**src/rtl/nn_buffer_pkg.sv**
```systemverilog
// nn_buffer_pkg: shared types and defaults for the ping-pong layer buffer.
package nn_buffer_pkg;

    typedef enum logic {BANK_EMPTY, BANK_FULL} bank_state_e;

    localparam int DEF_DATA_W = 8;
    localparam logic [DEF_DATA_W-1:0] DEF_BIAS_VAL = 8'd127;

    function automatic int bank_depth(input int neurons, input int slots);
        return neurons * slots;
    endfunction

    function automatic int slot_w(input int slots);
        return slots > 1 ? $clog2(slots) : 1;
    endfunction

endpackage

```
**src/rtl/pingpong_layer_buffer_if.sv**
```systemverilog
// pingpong_layer_buffer_if: writer/reader handshake and data bus of the layer buffer.
interface pingpong_layer_buffer_if
    import nn_buffer_pkg::*;
#(
    parameter int DATA_W  = DEF_DATA_W,
    parameter int NEURONS = 10,
    parameter int SLOTS   = 2,
    parameter int ADDR_W  = 7
);
    logic                      write;
    logic [slot_w(SLOTS)-1:0]  writeloc;
    logic [NEURONS*DATA_W-1:0] wdata;
    logic                      wr_commit;
    logic                      wr_ready;
    logic                      rd_en;
    logic [ADDR_W-1:0]         readloc;
    logic                      rd_release;
    logic                      rd_ready;
    logic [DATA_W-1:0]         R;
    logic                      rd_valid;
    logic                      err;

    modport master (
        output write, writeloc, wdata, wr_commit, rd_en, readloc, rd_release,
        input  wr_ready, rd_ready, R, rd_valid, err
    );

    modport slave (
        input  write, writeloc, wdata, wr_commit, rd_en, readloc, rd_release,
        output wr_ready, rd_ready, R, rd_valid, err
    );
endinterface

```
**src/rtl/buffer_bank.sv**
```systemverilog
// buffer_bank: one DEPTH x DATA_W bank with a NEURONS-wide group write and a combinational read.
module buffer_bank
    import nn_buffer_pkg::*;
#(
    parameter int DATA_W  = DEF_DATA_W,
    parameter int NEURONS = 10,
    parameter int SLOTS   = 2,
    localparam int DEPTH  = bank_depth(NEURONS, SLOTS),
    localparam int AW     = $clog2(DEPTH),
    localparam int SW     = slot_w(SLOTS)
) (
    input  logic                      clk,
    input  logic                      we,
    input  logic [SW-1:0]             wgrp,
    input  logic [NEURONS*DATA_W-1:0] wdata,
    input  logic [AW-1:0]             raddr,
    output logic [DATA_W-1:0]         rdata
);
    logic [DATA_W-1:0] mem [DEPTH];

    always_ff @(posedge clk) begin
        if (we) begin
            for (int i = 0; i < NEURONS; i++) begin
                mem[AW'(int'(wgrp) * NEURONS + i)] <= wdata[i*DATA_W +: DATA_W];
            end
        end
    end

    assign rdata = mem[raddr];
endmodule

```
**src/rtl/pingpong_layer_buffer.sv**
```systemverilog
// pingpong_layer_buffer: two-bank layer output store; writer fills one bank while reader drains the other.
module pingpong_layer_buffer
    import nn_buffer_pkg::*;
#(
    parameter int DATA_W               = DEF_DATA_W,
    parameter int NEURONS              = 10,
    parameter int SLOTS                = 2,
    parameter int ADDR_W               = 7,
    parameter int BIAS_ADDR            = 62,
    parameter logic [DATA_W-1:0] BIAS_VAL = DEF_BIAS_VAL
) (
    input logic clk,
    input logic rst,
    pingpong_layer_buffer_if.slave bus
);
    localparam int DEPTH = bank_depth(NEURONS, SLOTS);
    localparam int AW    = $clog2(DEPTH);

    bank_state_e       state_q [2];
    bank_state_e       state_d [2];
    logic              wp_q, wp_d, rp_q, rp_d, rd_valid_q, rd_valid_d, err_q, err_d;
    logic [DATA_W-1:0] r_q, r_d, rdata0, rdata1;
    logic              wr_ready, rd_ready, loc_ok, wr_ok, commit_ok, rel_ok, rd_ok;

    assign wr_ready  = state_q[wp_q] == BANK_EMPTY;
    assign rd_ready  = state_q[rp_q] == BANK_FULL;
    assign loc_ok    = int'(bus.writeloc) < SLOTS;
    assign wr_ok     = bus.write & wr_ready & loc_ok;
    assign commit_ok = bus.wr_commit & wr_ready;
    assign rel_ok    = bus.rd_release & rd_ready;
    assign rd_ok     = bus.rd_en & rd_ready;

    buffer_bank #(.DATA_W(DATA_W), .NEURONS(NEURONS), .SLOTS(SLOTS)) u_bank0 (
        .clk(clk), .we(wr_ok & ~wp_q), .wgrp(bus.writeloc), .wdata(bus.wdata),
        .raddr(bus.readloc[AW-1:0]), .rdata(rdata0)
    );

    buffer_bank #(.DATA_W(DATA_W), .NEURONS(NEURONS), .SLOTS(SLOTS)) u_bank1 (
        .clk(clk), .we(wr_ok & wp_q), .wgrp(bus.writeloc), .wdata(bus.wdata),
        .raddr(bus.readloc[AW-1:0]), .rdata(rdata1)
    );

    // Commit and release never hit the same bank: one needs EMPTY, the other FULL.
    always_comb begin
        state_d = state_q;
        if (commit_ok) state_d[wp_q] = BANK_FULL;
        if (rel_ok) state_d[rp_q] = BANK_EMPTY;
        wp_d       = wp_q ^ commit_ok;
        rp_d       = rp_q ^ rel_ok;
        rd_valid_d = rd_ok;
        r_d        = !rd_ok                         ? r_q :
                     int'(bus.readloc) == BIAS_ADDR ? BIAS_VAL :
                     int'(bus.readloc) >= DEPTH     ? '0 :
                     rp_q                           ? rdata1 : rdata0;
        err_d      = err_q | (bus.write & ~(wr_ready & loc_ok)) | (bus.wr_commit & ~wr_ready)
                   | (bus.rd_release & ~rd_ready) | (bus.rd_en & ~rd_ready);
    end

    always_ff @(posedge clk) begin
        if (rst) begin
            state_q    <= '{BANK_EMPTY, BANK_EMPTY};
            wp_q       <= 1'b0;
            rp_q       <= 1'b0;
            r_q        <= '0;
            rd_valid_q <= 1'b0;
            err_q      <= 1'b0;
        end else begin
            state_q    <= state_d;
            wp_q       <= wp_d;
            rp_q       <= rp_d;
            r_q        <= r_d;
            rd_valid_q <= rd_valid_d;
            err_q      <= err_d;
        end
    end

    assign bus.wr_ready = wr_ready;
    assign bus.rd_ready = rd_ready;
    assign bus.R        = r_q;
    assign bus.rd_valid = rd_valid_q;
    assign bus.err      = err_q;
endmodule

```
**src/flat_wrapper.sv**
```systemverilog
// flat-port wrapper written by rule: the top's interface ports become plain ports
module pingpong_layer_buffer_flat import nn_buffer_pkg::*;
#(
    parameter int DATA_W               = DEF_DATA_W,
    parameter int NEURONS              = 10,
    parameter int SLOTS                = 2,
    parameter int ADDR_W               = 7,
    parameter int BIAS_ADDR            = 62,
    parameter logic [DATA_W-1:0] BIAS_VAL = DEF_BIAS_VAL
)
  (clk, rst, bus_write, bus_writeloc, bus_wdata, bus_wr_commit, bus_rd_en, bus_readloc, bus_rd_release, bus_wr_ready, bus_rd_ready, bus_R, bus_rd_valid, bus_err);
  pingpong_layer_buffer_if #(.DATA_W(DATA_W), .NEURONS(NEURONS), .SLOTS(SLOTS), .ADDR_W(ADDR_W)) bus_i ();
  input logic clk;
  input logic rst;
  input wire logic [$bits(bus_i.write)-1:0] bus_write;
  input wire logic [$bits(bus_i.writeloc)-1:0] bus_writeloc;
  input wire logic [$bits(bus_i.wdata)-1:0] bus_wdata;
  input wire logic [$bits(bus_i.wr_commit)-1:0] bus_wr_commit;
  input wire logic [$bits(bus_i.rd_en)-1:0] bus_rd_en;
  input wire logic [$bits(bus_i.readloc)-1:0] bus_readloc;
  input wire logic [$bits(bus_i.rd_release)-1:0] bus_rd_release;
  output wire logic [$bits(bus_i.wr_ready)-1:0] bus_wr_ready;
  output wire logic [$bits(bus_i.rd_ready)-1:0] bus_rd_ready;
  output wire logic [$bits(bus_i.R)-1:0] bus_R;
  output wire logic [$bits(bus_i.rd_valid)-1:0] bus_rd_valid;
  output wire logic [$bits(bus_i.err)-1:0] bus_err;
  assign bus_i.write = bus_write;
  assign bus_i.writeloc = bus_writeloc;
  assign bus_i.wdata = bus_wdata;
  assign bus_i.wr_commit = bus_wr_commit;
  assign bus_i.rd_en = bus_rd_en;
  assign bus_i.readloc = bus_readloc;
  assign bus_i.rd_release = bus_rd_release;
  assign bus_wr_ready = bus_i.wr_ready;
  assign bus_rd_ready = bus_i.rd_ready;
  assign bus_R = bus_i.R;
  assign bus_rd_valid = bus_i.rd_valid;
  assign bus_err = bus_i.err;
  pingpong_layer_buffer #(.DATA_W(DATA_W), .NEURONS(NEURONS), .SLOTS(SLOTS), .ADDR_W(ADDR_W), .BIAS_ADDR(BIAS_ADDR), .BIAS_VAL(BIAS_VAL)) u_core (.clk(clk), .rst(rst), .bus(bus_i));
endmodule
```
**config.mk**
```make
export PLATFORM = sky130hd
export DESIGN_NAME = pingpong_layer_buffer_flat
export DESIGN_NICKNAME = d
export VERILOG_FILES = /design/src/rtl/nn_buffer_pkg.sv /design/src/rtl/pingpong_layer_buffer_if.sv /design/src/rtl/buffer_bank.sv /design/src/rtl/pingpong_layer_buffer.sv /design/src/flat_wrapper.sv
export SDC_FILE = /design/constraint.sdc
export NUM_CORES = 1
export LEC_CHECK = 0
export CORE_ASPECT_RATIO = 0.5
export CORE_MARGIN = 10
export CORE_UTILIZATION = 59
export DETAILED_ROUTE_END_ITERATION = 12
export PLACE_DENSITY = 0.84
export SLEW_MARGIN = 20
export SYNTH_ARGS = -nofsm -noshare
export SYNTH_HDL_FRONTEND = slang
export SYNTH_SLANG_ARGS = --single-unit
```
**constraint.sdc**
```tcl
create_clock -name clk -period 5.75 [get_ports clk]
set_clock_uncertainty 0.15 [all_clocks]
set_input_delay 1.15 -clock clk [delete_from_list [all_inputs] [get_ports clk]]
set_output_delay 1.15 -clock clk [all_outputs]
set_load 0.005 [all_outputs]
```
==> run_results.csv, run 1 <==
group,metric,value,unit
power_and_ir_drop,leakage,6.55,nW
setup_path,cp_slowest_cell,"inv_4",
timing,max_freq,268,MHz
floorplan,core_area,0.0252,mm^2
setup_path,r2r.worst_path.cells,6,
placement,io_buffers,105,
cts,path_clk_slew,0.07,ns
worst_hold_path,hp-class,"reg2reg",
cts,cts_resized,0,
grt,antenna_found_initial,0,
detailed_routing,routed-wl-met2,19.2,mm
final_layout,stdcell_count,1722,
grt,grt_pass1_wl,60.0,mm
grt,grt_overflow,0,
grt,grt_pass1_vias,10500,
logic_synthesis,ys_ff_latch,334,
logic_synthesis,synth_nets,1363,
cts,clkSinkCount,334,
timing,rsz0062_at_grt,"false",
detailed_routing,drt-wirelength-per-cell,22.9,um
outcome,status,"completed",
detailed_routing,dr.max_layer_used,"met4",
cts,cts_tree,"built",
detailed_routing,ant_nets,0,
setup_path,arrival,4.00,ns
logic_synthesis,ys_seq_area_share,65.2,%
final_layout,design_area,0.0174,mm^2
logic_synthesis,synthDistinctLibCells,39,
logic_synthesis,synth_warnings,0,
timing,worstMarginPinSlew,1.06,ns
setup_path,critPathLaunchType,"input port",
logic_synthesis,yosys-top-cells-area,"edfxtp_1 63%, nand2_1 15%, mux4_2 6.1%",
timing,drv_slew,0,
detailed_routing,drt_iter0_drc,1715,
final_layout,area_delta_synth_final,15.0,%
timing,finalHoldViolations,0,
grt,grt_max_degree,109,
worst_hold_path,worstHoldPathCells,2,
grt,grt.total_usage,23.5,%
setup_path,worstSetupPathType,"in2reg",
detailed_routing,wl,39.4,mm
logic_synthesis,avgSynthCellArea,11.9,um^2
cts,hold_buffers,0,
logic_synthesis,synth_largest_area_cell,"edfxtp_1",
floorplan,ios,106,
setup_path,cp_data_required_time,6.01,ns
timing,fin_tns_setup,0,ns
floorplan,die_y,133,um
logic_synthesis,synth-async-reset-ratio,0,%
timing,timing.final.ws_setup,2.02,ns
placement,dp_slack,1.61,ns
timing,setup_viol,0,
logic_synthesis,yosysTopAreaCellShare,63.4,%
power_and_ir_drop,p_per_area,306,mW/mm^2
setup_path,endpoint_kind,"register",
setup_path,path_cells,"clkdlybuf4s50_1 > nor2b_1 > nand2_1 > inv_4 > buf_4 > nand2_1 > nand2_1",
logic_synthesis,synth_area,0.0152,mm^2
final_layout,fin_util,69.1,%
final_layout,layout-drive-gt1-share,8.64,%
floorplan,die_w,247,um
final_layout,layout_commonest_cell,"nand2_1",
detailed_routing,route.met3.wl,4.94,mm
setup_path,slowest_delay,0.84,ns
cts,cts_setup_buffers,0,
floorplan,start_util,60.1,%
setup_path,cp_top_family,"buffers and inverters",
power_and_ir_drop,peakVddDrop,0.000238,V
final_layout,antenna-diode-count,0,
placement,gp_congestion,0.897,
placement,dp.cells,1670,
detailed_routing,post-route-drc-count,0,
cts,cts_root_buf,"clkbuf_16",
setup_path,path_buf_inv,3,
detailed_routing,met1_length,13.7,mm
detailed_routing,vias,10800,
timing,slew_headroom,29.3,%
cts,h-tree-depth,1,
cts,cts_made_buffers,29,
final_layout,final_cell_mix,"587 x nand2_1, 320 x edfxtp_1, 103 x clkdlybuf4s50_1",
cts,insertion_delay,0.56,ns
logic_synthesis,synth-edff-count,320,
setup_path,crit_fanout,66,
placement,post-dp-hpwl,25.4,mm
detailed_routing,vias_per_cell,6.25,
timing,layout_worst_path_cycle_share,64.9,%
cts,clockBufferDepth,3,
floorplan,rows,41,
final_layout,final_nets,1451,
logic_synthesis,synthCells,1269,
setup_path,cp_num_cells,7,
flow_run,cap_violations,0,
detailed_routing,dr.pass1.iters,6,
timing,layout_min_cycle_time,3.73,ns
floorplan,die-area,0.0329,mm^2
logic_synthesis,synth_top_flop_cell,"edfxtp_1",
placement,place_area,0.0165,mm^2
setup_path,crit_top_cell,"nand2_1",
-- through the flow --
stage                     hold WS, ns  total power, W
after global routing            0.357         0.00547
after detailed placement        0.313         0.00342
final                           0.323         0.00533
after global placement          0.311         0.00340
after floorplan                 0.315         0.00319
after CTS                       0.328         0.00532
-- Yosys cell counts (2+ instances only) --
cell type	instances
a221oi_1	2
nor2b_1	4
o32ai_1	10
edfxtp_1	320
a22o_1	7
or3_1	5
buf_1	9
buf_2	5
and2_1	3
nand3_1	4
nor2_1	21
dfxtp_1	14
mux2_2	5
mux4_2	41
clkbuf_1	39
o21ai_0	13
o211ai_1	2
nand3b_1	2
buf_6	5
a2111oi_0	3
nand2_1	587
buf_4	8
mux2i_1	83
a22oi_1	4
o22ai_1	29
nor4_1	12
a31o_2	2
nor3_1	3
inv_1	8
o221ai_1	2
a21oi_1	9
-- worst reg2reg max path, cell delays in order, from the launching register on --
cell and delay [ns]:
dfxtp_1 0.41, nor2b_1 0.24, nand2_1 0.62, inv_4 0.84
buf_4 0.44, nand2_1 0.11, nand2_1 0.10
-- registers in the layout, indices dropped and copies added, names as in the netlist --
name / count
u_core.rp_q: 1
u_core.u_bank1.mem: 160
u_core.bus.rd_valid: 1
u_core.u_bank0.mem: 160
u_core.state_q: 2
u_core.bus.R: 8
u_core.bus.err: 1
u_core.wp_q: 1
-- final cells by class --
cell class,count,area [um^2]
Sequential cell,334,9890
Fill cell,1658,7800
Multi-Input combinational cell,861,4920
Timing Repair Buffer,123,1220
Clock buffer,38,820
Tap cell,344,430
Clock inverter,14,116
Inverter,8,40.0
-- worst paths after layout --
kind / slack (ns) / from / endpoint
worst max-delay path: 2.02 / bus_write / u_core.u_bank1.mem[5][5]
worst min-delay path: 0.32 / u_core.bus.err / u_core.bus.err
worst max register to register: 2.70 / u_core.wp_q / u_core.u_bank1.mem[5][5]
worst min register to register: 0.32 / u_core.bus.err / u_core.bus.err
-- cells by family (layout without fill, tap and decap cells) --
logic type	after synthesis	in the layout	share of synthesized area, %
AND/OR/NAND/NOR	646	646	16.6
flip-flops	334	334	65.2
multiplexers	129	129	11.9
AO/OA/AOI/OAI	86	86	3.89
buffers and inverters	74	183	2.32
-- per-layer routing --
metal  vias up  track usage (%)
li1       4717                -
met1      5170             29.4
met5         -                0
met2       757             39.0
met4         0             9.01
met3       121             5.67
-- power breakdown --
| group | internal [W] | switching, W |
|---|---|---|
| clock network | 0.00109 | 0.000861 |
| registers | 0.00279 | 0.0000299 |
| logic | 0.000208 | 0.000354 |
| total | 0.00409 | 0.00124 |
Power figures use the tool's default switching activity.
==> run 2: changes to the inputs <==
==> constraint.sdc (replaced) <==
create_clock -name clk -period 3.5 [get_ports clk]
set_clock_uncertainty 0.15 [all_clocks]
set_input_delay 0.7 -clock clk [delete_from_list [all_inputs] [get_ports clk]]
set_output_delay 0.7 -clock clk [all_outputs]
set_load 0.005 [all_outputs]
==> run_results.csv, run 2 (same netlist as run 1, synthesis figures left out) <==
group,metric,value,unit
power_and_ir_drop,switching_share,23.6,%
final_layout,final_nets,1467,
detailed_routing,ant_nets,0,
floorplan,die_y,133,um
cts,clkSinkCount,334,
cts,clockBufferDepth,3,
power_and_ir_drop,leakage,6.66,nW
setup_path,r2r.worst_path.cells,5,
timing,rsz0062_at_grt,"false",
placement,post-dp-hpwl,27.6,mm
power_and_ir_drop,pwr-share-seq,51.9,%
final_layout,area_delta_synth_final,16.6,%
power_and_ir_drop,combPwrFrac,10.9,%
timing,finalHoldWorstSlack,0.364,ns
placement,gp_congestion,0.930,
timing,slew_headroom,40.2,%
power_and_ir_drop,switchingPower,0.00211,W
setup_path,cp_slowest_cell,"dfxtp_1",
worst_hold_path,hp-class,"reg2reg",
power_and_ir_drop,peakVddDrop,0.000260,V
setup_path,critPathLaunchType,"register",
detailed_routing,dr.pass1.iters,7,
power_and_ir_drop,p_per_area,505,mW/mm^2
power_and_ir_drop,p_clk_share,37.2,%
detailed_routing,vias_per_cell,6.26,
setup_path,cp_top_family,"flip-flops",
cts,cts_setup_buffers,0,
grt,grt_pass1_wl,61.5,mm
placement,io_buffers,105,
timing,setup_viol,0,
final_layout,layout-drive-gt1-share,9.75,%
timing,max_freq,348,MHz
detailed_routing,drt_iter0_drc,1908,
grt,top_usage_layer,"met2",
grt,grt_pass1_vias,10400,
flow_run,cap_violations,0,
setup_path,path_cells,"mux2_2 > clkdlybuf4s50_1",
cts,cts_root_buf,"clkbuf_16",
setup_path,path_buf_inv,1,
setup_path,cp_data_required_time,2.65,ns
grt,use_met2,38.8,%
floorplan,die-area,0.0329,mm^2
detailed_routing,drt-wirelength-per-cell,23.4,um
final_layout,final_cell_mix,"587 x nand2_1, 320 x edfxtp_1, 103 x clkdlybuf4s50_1",
floorplan,rows,41,
timing,worstMarginPinSlew,0.893,ns
cts,cts_made_buffers,29,
setup_path,endpoint_kind,"output pin",
grt,grt_overflow,0,
worst_hold_path,worstHoldPathCells,2,
setup_path,arrival,2.03,ns
floorplan,core_area,0.0252,mm^2
cts,cts_resized,0,
cts,hold_buffers,0,
final_layout,regArea,0.00989,mm^2
cts,path_clk_slew,0.07,ns
timing,layout_worst_path_cycle_share,82.2,%
final_layout,multi_input_area,0.00492,mm^2
grt,grt.total_usage,24.4,%
cts,insertion_delay,0.57,ns
timing,drv_slew,0,
cts,h-tree-depth,1,
floorplan,die_w,247,um
setup_path,slowest_delay,0.50,ns
grt,antenna_found_initial,3,
power_and_ir_drop,p_int,0.00683,W
timing,fin_tns_setup,0,ns
final_layout,fin_util,70.1,%
setup_path,cp_num_cells,2,
floorplan,ios,106,
grt,grt_max_degree,145,
timing,layout_min_cycle_time,2.88,ns
grt,grt_use_met1,31.7,%
outcome,status,"completed",
setup_path,crit_fanout,6,
detailed_routing,wl,40.8,mm
grt,use_met3,7.62,%
final_layout,layout_commonest_cell,"nand2_1",
timing,finalHoldViolations,0,
floorplan,start_util,60.1,%
cts,cts_tree,"built",
setup_path,worstSetupPathType,"reg2out",
final_layout,fillers,1574,
detailed_routing,post-route-drc-count,0,
detailed_routing,vias,10900,
-- run 2: tightest hold or removal path, delay by kind of cell (launching register included) --
family / cells / cell delay, ns
AND/OR/NAND/NOR: 2 / 0.15
flip-flops: 1 / 0.32
-- run 2: per-layer routing --
metal	wire length [um]	vias to the layer above
met5	0	-
met1	14300	5190
met2	19300	846
met4	1340	0
met3	5890	123
li1	-	4744
-- run 2: path summary, 6_finish.rpt --
kind / slack (ns) / from / end
min: 0.36 / u_core.bus.err / u_core.bus.err
min reg2reg: 0.36 / u_core.bus.err / u_core.bus.err
max reg2reg: 0.81 / u_core.rp_q / u_core.bus.R[4]
max: 0.62 / u_core.rp_q / bus_rd_ready
-- run 2: area by class of cell --
class | instances | area share, %
Clock inverter | 18 | 1.09
Inverter | 8 | 0.226
Antenna cell | 2 | 0.0283
Tap cell | 344 | 2.43
Timing Repair Buffer | 139 | 8.07
Multi-Input combinational cell | 861 | 27.8
Sequential cell | 334 | 55.9
Clock buffer | 35 | 4.40
-- run 2: metrics by stage --
stage	instances	power [W]	instance area (um^2)	worst slack, ns
final	1741	0.00893	17700	0.624
after global routing	1740	0.00917	17700	0.614
after CTS	1739	0.00891	17700	0.648
after detailed placement	1686	0.00566	16700	0.256
after global placement	1686	0.00562	16700	0.328
after floorplan	1269	0.00523	15200	0.716
-- run 2: power groups by stage --
stage / Combinational (W) / Clock [W] / Sequential (W)
global placement: 0.000906 / 0 / 0.00471
global route: 0.00104 / 0.00349 / 0.00465
finish: 0.000970 / 0.00332 / 0.00464
CTS: 0.000949 / 0.00332 / 0.00464
detailed placement: 0.000936 / 0 / 0.00472
floorplan: 0.000520 / 0 / 0.00471
==> run 3: changes to the inputs <==
--- a/config.mk
+++ b/config.mk
@@ -7,9 +7,9 @@
 export LEC_CHECK = 0
 export CORE_ASPECT_RATIO = 0.5
 export CORE_MARGIN = 10
-export CORE_UTILIZATION = 59
+export CORE_UTILIZATION = 53
 export DETAILED_ROUTE_END_ITERATION = 12
-export PLACE_DENSITY = 0.84
+export PLACE_DENSITY = 0.8
 export SLEW_MARGIN = 20
 export SYNTH_ARGS = -nofsm -noshare
 export SYNTH_HDL_FRONTEND = slang
==> constraint.sdc (replaced) <==
create_clock -name clk -period 2.46 [get_ports clk]
set_clock_uncertainty 0.15 [all_clocks]
set_input_delay 0.492 -clock clk [delete_from_list [all_inputs] [get_ports clk]]
set_output_delay 0.492 -clock clk [all_outputs]
set_load 0.005 [all_outputs]
==> run_results.csv, run 3 (same netlist as run 1, synthesis figures left out) <==
group,metric,value,unit
outcome,status,"completed",
detailed_routing,post-route-drc-count,0,
detailed_routing,drt_iter0_drc,1297,
placement,post-dp-hpwl,28.6,mm
cts,cts_made_buffers,28,
floorplan,start_util,54.3,%
power_and_ir_drop,leakage,6.94,nW
setup_path,slowest_delay,0.47,ns
floorplan,core_area,0.0279,mm^2
cts,insertion_delay,0.57,ns
cts,clkSinkCount,334,
timing,setup_viol,0,
detailed_routing,route.met3.wl,4.84,mm
worst_hold_path,hp-class,"reg2reg",
detailed_routing,vias_per_cell,6.03,
floorplan,ios,106,
detailed_routing,ant_nets,0,
floorplan,die_w,259,um
timing,finalHoldWorstSlack,0.333,ns
worst_hold_path,worstHoldPathCells,2,
grt,antenna_found_initial,0,
cts,clockBufferDepth,3,
detailed_routing,met1_length,14.9,mm
timing,rsz0062_at_grt,"false",
power_and_ir_drop,p_per_area,700,mW/mm^2
detailed_routing,vias,11000,
setup_path,critPathLaunchType,"register",
setup_path,r2r.worst_path.cells,4,
grt,grt_max_degree,55,
floorplan,die-area,0.0362,mm^2
final_layout,fillers,1926,
timing,drv_slew,0,
timing,worstMarginPinSlew,0.524,ns
grt,grt.total_usage,22.1,%
final_layout,final_cell_mix,"587 x nand2_1, 320 x edfxtp_1, 102 x clkdlybuf4s50_1",
setup_path,worstSetupPathType,"reg2out",
grt,grt_pass1_wl,62.0,mm
setup_path,cp_data_required_time,1.82,ns
setup_path,path_cells,"mux2_4 > clkdlybuf4s50_1",
grt,grt_pass1_vias,10700,
setup_path,arrival,1.76,ns
setup_path,cp_slowest_cell,"clkdlybuf4s50_1",
power_and_ir_drop,p_total,0.0127,W
final_layout,area_delta_synth_final,20.2,%
cts,path_clk_slew,0.07,ns
final_layout,layout_commonest_cell,"nand2_1",
setup_path,reg2reg_from,"u_core.u_bank1.mem[9][3]",
grt,grt_overflow,0,
setup_path,rr_endpoint,"u_core.bus.R[3]",
cts,cts_setup_buffers,0,
cts,h-tree-depth,1,
timing,layout_worst_path_cycle_share,97.5,%
setup_path,crit_fanout,6,
detailed_routing,dr.pass1.iters,6,
timing,finalHoldViolations,0,
final_layout,final_nets,1515,
placement,io_buffers,105,
worst_hold_path,hold_path.startpoint,"u_core.bus.err",
flow_run,cap_violations,0,
detailed_routing,dr.max_layer_used,"met4",
detailed_routing,drt-wirelength-per-cell,22.5,um
floorplan,die_y,140,um
floorplan,rows,43,
timing,layout_min_cycle_time,2.40,ns
worst_hold_path,whs_endpoint,"u_core.bus.err",
cts,cts_root_buf,"clkbuf_16",
final_layout,regArea,0.00989,mm^2
timing,max_freq,417,MHz
timing,fin_tns_setup,0,ns
setup_path,endpoint_kind,"output pin",
power_and_ir_drop,peakVddDrop,0.000560,V
detailed_routing,wl,41.0,mm
final_layout,fin_util,65.3,%
placement,gp_congestion,0.902,
final_layout,multi_input_area,0.00493,mm^2
detailed_routing,routed-wl-met2,19.7,mm
timing,slew_headroom,65.0,%
cts,cts_tree,"built",
setup_path,r2r_slack,0.43,ns
final_layout,antenna-diode-count,0,
final_layout,layout-drive-gt1-share,12.9,%
-- run 3: worst max path at each step --
| stage | cells after the start | slack, ns | to | startpoint |
|---|---|---|---|---|
| 6_report | 2 | 0.06 | bus_rd_ready | u_core.rp_q |
| 4_1_cts | 2 | 0.03 | bus_wr_ready | u_core.wp_q |
| 5_1_grt | 2 | 0.01 | bus_rd_ready | u_core.state_q[0] |
| 3_5_place_dp | 7 | -0.23 | u_core.bus.R[5] | bus_readloc[2] |
| 2_1_floorplan | 8 | 0.30 | u_core.bus.R[5] | bus_readloc[0] |
| 3_3_place_gp | 7 | -0.16 | u_core.bus.R[5] | bus_readloc[2] |
-- run 3: per-layer routing --
metal,global-route usage [%],vias up
li1,-,4858
met1,29.0,5286
met2,35.8,729
met3,4.85,134
met4,7.65,0
met5,0,-
-- run 3: power by group --
group	total (W)	internal, W	switching, W	leakage, nW
sequential	0.00659	0.00652	0.0000707	3.05
clock	0.00471	0.00269	0.00202	0.481
combinational	0.00145	0.000585	0.000864	3.41
-- run 3: cell type report --
type	instances	area share (%)
repair buffers	188	10.5
inverters	8	0.220
clock buffers	42	4.63
flip-flops and latches	334	54.3
well taps	382	2.62
clock inverters	10	0.700
multi-input cells	861	27.0
-- run 3: critical path, delay by kind of cell, from the launching register on --
kind,cells,cell delay [ns]
muxes,1,0.36
buffers and inverters,1,0.47
DFF,1,0.36
-- run 3: stage by stage --
stage / instances / instance area (um^2) / setup slack (ns)
2_1_floorplan: 1269 / 15200 / 0.301
3_5_place_dp: 1773 / 17200 / -0.225
4_1_cts: 1825 / 18200 / 0.0284
3_3_place_gp: 1773 / 17200 / -0.164
6_report: 1825 / 18200 / 0.0625
5_1_grt: 1825 / 18200 / 0.0140
-- run 3: timing repair --
action | 4_1_cts | 5_1_grt
hold buffers | 0 | 0
resized for setup | 1 | 1
endpoints found under the setup margin | 1 | 1
==> variant 1: new RTL, config.mk and constraints of run 3 <==
Set the package constant `DEF_DATA_W` to 10 (it was 8).
--- a/src/rtl/nn_buffer_pkg.sv
+++ b/src/rtl/nn_buffer_pkg.sv
@@ -3,7 +3,7 @@
 
     typedef enum logic {BANK_EMPTY, BANK_FULL} bank_state_e;
 
-    localparam int DEF_DATA_W = 8;
+    localparam int DEF_DATA_W = 10;
     localparam logic [DEF_DATA_W-1:0] DEF_BIAS_VAL = 8'd127;
 
     function automatic int bank_depth(input int neurons, input int slots);
Interface: changed (resized bus_R and bus_wdata); port bits go from 106 to 128. No check against the original RTL was run, so the function may have changed too.
==> variant 1 against run 3 <==
  * Fmax is 0.24% lower
  * Final area is 26% higher
  * Area after synthesis is 26% higher
  * Setup slack worse by 5.7 ps
  * Sequential power is 25% higher
  * Wire length is 26% higher
  * Die area is 23% higher
  * Sequential cell count is 82 higher
  * Critical path depth stayed put
  * Global-route usage is 1.1 points higher
  * Power is 26% higher
==> variant 1: results (changes against run 3) <==
initial DRC count 1843 (was 1297); Antenna Cells 2 (was 0); Post-DP HPWL 35800 microns (was 28600 microns); Inverters 9 (was 8); H-Tree Depth 2 (was 1); EDFF count, synth 400 (was 320); Slew HR 0.644 (was 0.650); PwrDens 698 nW/um^2 (was 700 nW/um^2); vias in the first global route 13476 (was 10693); count of non-CTS buffers in the layout 236 (was 188); first-pass GRT wire length 79600 microns (was 62000 microns); GRT Total Usage 0.232 (was 0.221); run status finished clean (unchanged); CTS-repair resized insts 1 (unchanged); Seq Cell Count 416 (was 334); Worst VDD drop 402 uV (was 560 uV); Syn Inst Count 1586 (was 1269); # Taps 484 (was 382); register area share after synthesis 0.644 (was 0.652); clock buffer count 50 (was 42); dpl cells 2224 (was 1773); clock latency on the worst-skew pair 550 ps (was 570 ps); ranking of synthesized cells by area edfxtp_1 (63%), nand2_1 (14%), mux4_2 (7.1%) (was edfxtp_1 (63%), nand2_1 (15%), mux4_2 (6.1%)); R2R depth 7 (was 4); Synth Area in Compound Gates 0.0375 (was 0.0389); Synth cell types 59 (was 39); cts bufs inserted 39 (was 28); Layout Nets 1895 (was 1515); Multi-Input Combinational 1079 (was 861); critical path fanouts, max 7 (was 6); Clock-cell share 0.0537 (was 0.0533); RR Startpoint u_core.rp_q$_SDFF_PP0_ (was u_core.u_bank1.mem[9][3]$_DFFE_PP_); via count 13757 (was 11007); CP max stage delay 510 ps (was 470 ps); FF-to-FF End u_core.bus.R[0]$_SDFFE_PP0P_ (was u_core.bus.R[3]$_SDFFE_PP0P_); pre-CTS WS 21.3 ps (was -225 ps); register area 12300 sq um (was 9890 sq um); Synth Net Count 1700 (was 1363); largest net degree at the start of global routing 58 (was 55); Non-Clock Buffer Area Fraction 0.103 (was 0.105); Placement Cell Area 21700 sq um (was 17200 sq um); IO Port Bufs 127 (was 105); DR WL/cell 22.6 microns (was 22.5 microns); number of antenna violations at the first check in global routing 2 (was 0); mux cell area share after synthesis 0.117 (was 0.119); Final Wtd Congestion 0.894 (was 0.902); share of cells above drive strength 1 0.136 (was 0.129); R2R setup slack 470 ps (was 430 ps); Fin Hold WS 330 ps (was 333 ps); Synth top cells by count nand2_1 (736), edfxtp_1 (400), mux4_2 (60) (was nand2_1 (587), edfxtp_1 (320), mux2i_1 (83)); area occupied by multi-input gates 6350 sq um (was 4930 sq um)
[variant 1: cell types whose count changed after synthesis, sizes merged, moves of 20 or more]
cell    change
mux4       +26
edfxtp     +80
nand2     +149
o22ai      -20
mux2i      -25
[variant 1: power by group through the flow]
| stage | Combinational, uW | Sequential (uW) | Clock [uW] |
|---|---|---|---|
| finish | 1820 | 8210 | 5970 |
| global route | 1960 | 8230 | 6270 |
| CTS | 1800 | 8210 | 5990 |
| detailed placement | 1780 | 8360 | 0 |
| global placement | 1730 | 8350 | 0 |
| floorplan | 955 | 8330 | 0 |
[variant 1: metal layers]
layer / vias to the layer above / global-route usage / wire, microns
met2: 906 / 0.373 / 24800
li1: 6088 / - / -
met1: 6616 / 0.303 / 19000
met3: 147 / 0.0505 / 6070
met5: - / 0 / 0
met4: 0 / 0.0968 / 1910
[variant 1: tightest hold or removal path: stages (launching register included)]
cell and delay [ps]:
dfxtp_1 330, nor2_1 50, nor2_1 70
==> variant 2: new RTL, flow settings as in run 3 <==
Made on the original files. Reset style: asynchronous (`rst`), changed in one clocked block.
--- a/src/rtl/pingpong_layer_buffer.sv
+++ b/src/rtl/pingpong_layer_buffer.sv
@@ -56,7 +56,7 @@
                    | (bus.rd_release & ~rd_ready) | (bus.rd_en & ~rd_ready);
     end
 
-    always_ff @(posedge clk) begin
+    always_ff @(posedge clk or posedge rst) begin
         if (rst) begin
             state_q    <= '{BANK_EMPTY, BANK_EMPTY};
             wp_q       <= 1'b0;
Check against the original RTL: not settled (the Yosys comparison gave no result); the edit may change what the design does.
==> variant 2 against run 3 <==
  * Wire length shrank 4.1%
  * Power rose by 14%
  * Count of clock-buffer cells in the layout is 9 lower
  * Sequential cell count unchanged
  * Core utilization fell by 0.38 points
  * Non-clock buffer count is 8 lower
  * Clock power down 3%
  * Register-to-register slack got worse by 150 ps
  * Final area down 0.58%
  * Critical endpoint is now bus_wr_ready
  * Setup slack better by 24 ps
  * Area after synthesis shrank 0.14%
  * Fmax rose by 1.0%
  * Hold slack worse by 160 ps
==> variant 2: results (changes against run 3) <==
vias in the first global route 10455 (was 10693); Worst VDD drop 468 uV (was 560 uV); Layout Nets 1462 (was 1515); area occupied by multi-input gates 4860 sq um (was 4930 sq um); GRT met3 Usage 0.0502 (was 0.0485); Synth cell types 41 (was 39); Root Buffer clkbuf_16 (unchanged); Power Sequential 7250 uW (was 6590 uW); M1 GR Usage 0.283 (was 0.290); FILL cells 1877 (was 1926); clock latency on the worst-skew pair 570 ps (about the same); Post-Route WL 39300 microns (was 41000 microns); via count 10510 (was 11007); Final Wtd Congestion 0.887 (was 0.902); clock slew at reported path FFs 70 ps (about the same); Synth top cells by count nand2_1 (584), edfxtp_1 (320), mux4_2 (64) (was nand2_1 (587), edfxtp_1 (320), mux2i_1 (83)); Placement Cell Area 17200 sq um (about the same); IO Port Bufs 105 (unchanged); pre-CTS WS -303 ps (was -225 ps); final total power 14600 uW (was 12700 uW); ranking of synthesized cells by area edfxtp_1 (63%), nand2_1 (14%), mux4_2 (9.5%) (was edfxtp_1 (63%), nand2_1 (15%), mux4_2 (6.1%)); CTS max path bufs 3 (unchanged); Post-DP HPWL 27500 microns (was 28600 microns); P_leak 0.00674 uW (was 0.00694 uW); clock group power 4580 uW (was 4710 uW); Synth Net Count 1313 (was 1363); Worst Tran Pin Value 668 ps (was 524 ps); first-pass GRT wire length 60400 microns (was 62000 microns); EDFF count, synth 320 (unchanged); initial DRC count 1405 (was 1297); M2 GR Usage 0.347 (was 0.358); H-Tree Depth 1 (unchanged); share of cells above drive strength 1 0.140 (was 0.129); run status finished clean (unchanged); GRT Total Usage 0.215 (was 0.221); largest net degree at the start of global routing 73 (was 55); dpl cells 1716 (was 1773); worst path arrival time 1730 ps (was 1760 ps); switching share of power 0.266 (was 0.232); cts bufs inserted 29 (was 28); Async SR Flop Fraction 0.0419 (was 0); Syn. warnings 0 (unchanged); fin cells 1771 (was 1825); critical path fanouts, max 3 (was 6); first-pass detailed-route iteration total 5 (was 6); Antenna Cells 0 (unchanged); register area share after synthesis 0.658 (was 0.652); Hold Crit Class in -> async (was reg -> reg); Syn Inst Count 1219 (was 1269); number of antenna violations at the first check in global routing 0 (unchanged)
-- variant 2: layout make-up --
class                      count  share of cell area
tap                          382              0.0264
multi-input combinational    814               0.268
timing repair buffer         180               0.101
clock inverter                19              0.0106
clock buffer                  33              0.0409
inverter                       9             0.00242
sequential                   334               0.550
-- variant 2: path summary, 6_finish.rpt --
check,start,endpoint,slack (ps),depth (start not counted)
worst min-delay path,rst,u_core.bus.err$_DFF_PP0_,170,2
worst max-delay path,u_core.wp_q$_DFF_PP0_,bus_wr_ready,90,2
min in group clk,u_core.bus.err$_DFF_PP0_,u_core.bus.err$_DFF_PP0_,340,2
max in group asynchronous,rst,u_core.rp_q$_DFF_PP0_,1520,2
worst min register to register,u_core.bus.err$_DFF_PP0_,u_core.bus.err$_DFF_PP0_,340,2
worst max register to register,u_core.wp_q$_DFF_PP0_,u_core.u_bank1.mem[13][7]$_DFFE_PP_,280,5
-- variant 2: metal layers --
metal | part of all wire | vias to the layer above
li1 | - | 4679
met1 | 0.37 | 5045
met2 | 0.48 | 675
met3 | 0.12 | 111
met4 | 0.033 | 0
met5 | 0 | -
-- variant 2: repair_timing --
| item | 4_1_cts | 5_1_grt |
|---|---|---|
| endpoints found under the hold margin | 0 | 0 |
| setup buffers | 1 | 2 |
| gates resized for setup | 2 | 2 |
| setup endpoints to repair | 1 | 2 |
-- variant 2: logic make-up after synthesis --
family	count (synthesis)	share of synthesized area
buffers and inverters	71	0.0214
AOI/OAI and AO/OA	71	0.0353
and+or+nand+nor	640	0.165
muxes	103	0.121
DFF	334	0.658
-- variant 2: worst max-delay path, cell delays in order, from the launching register on --
cell and delay (ps):
dfrtp_1 380, mux2i_1 230, clkdlybuf4s50_1 550
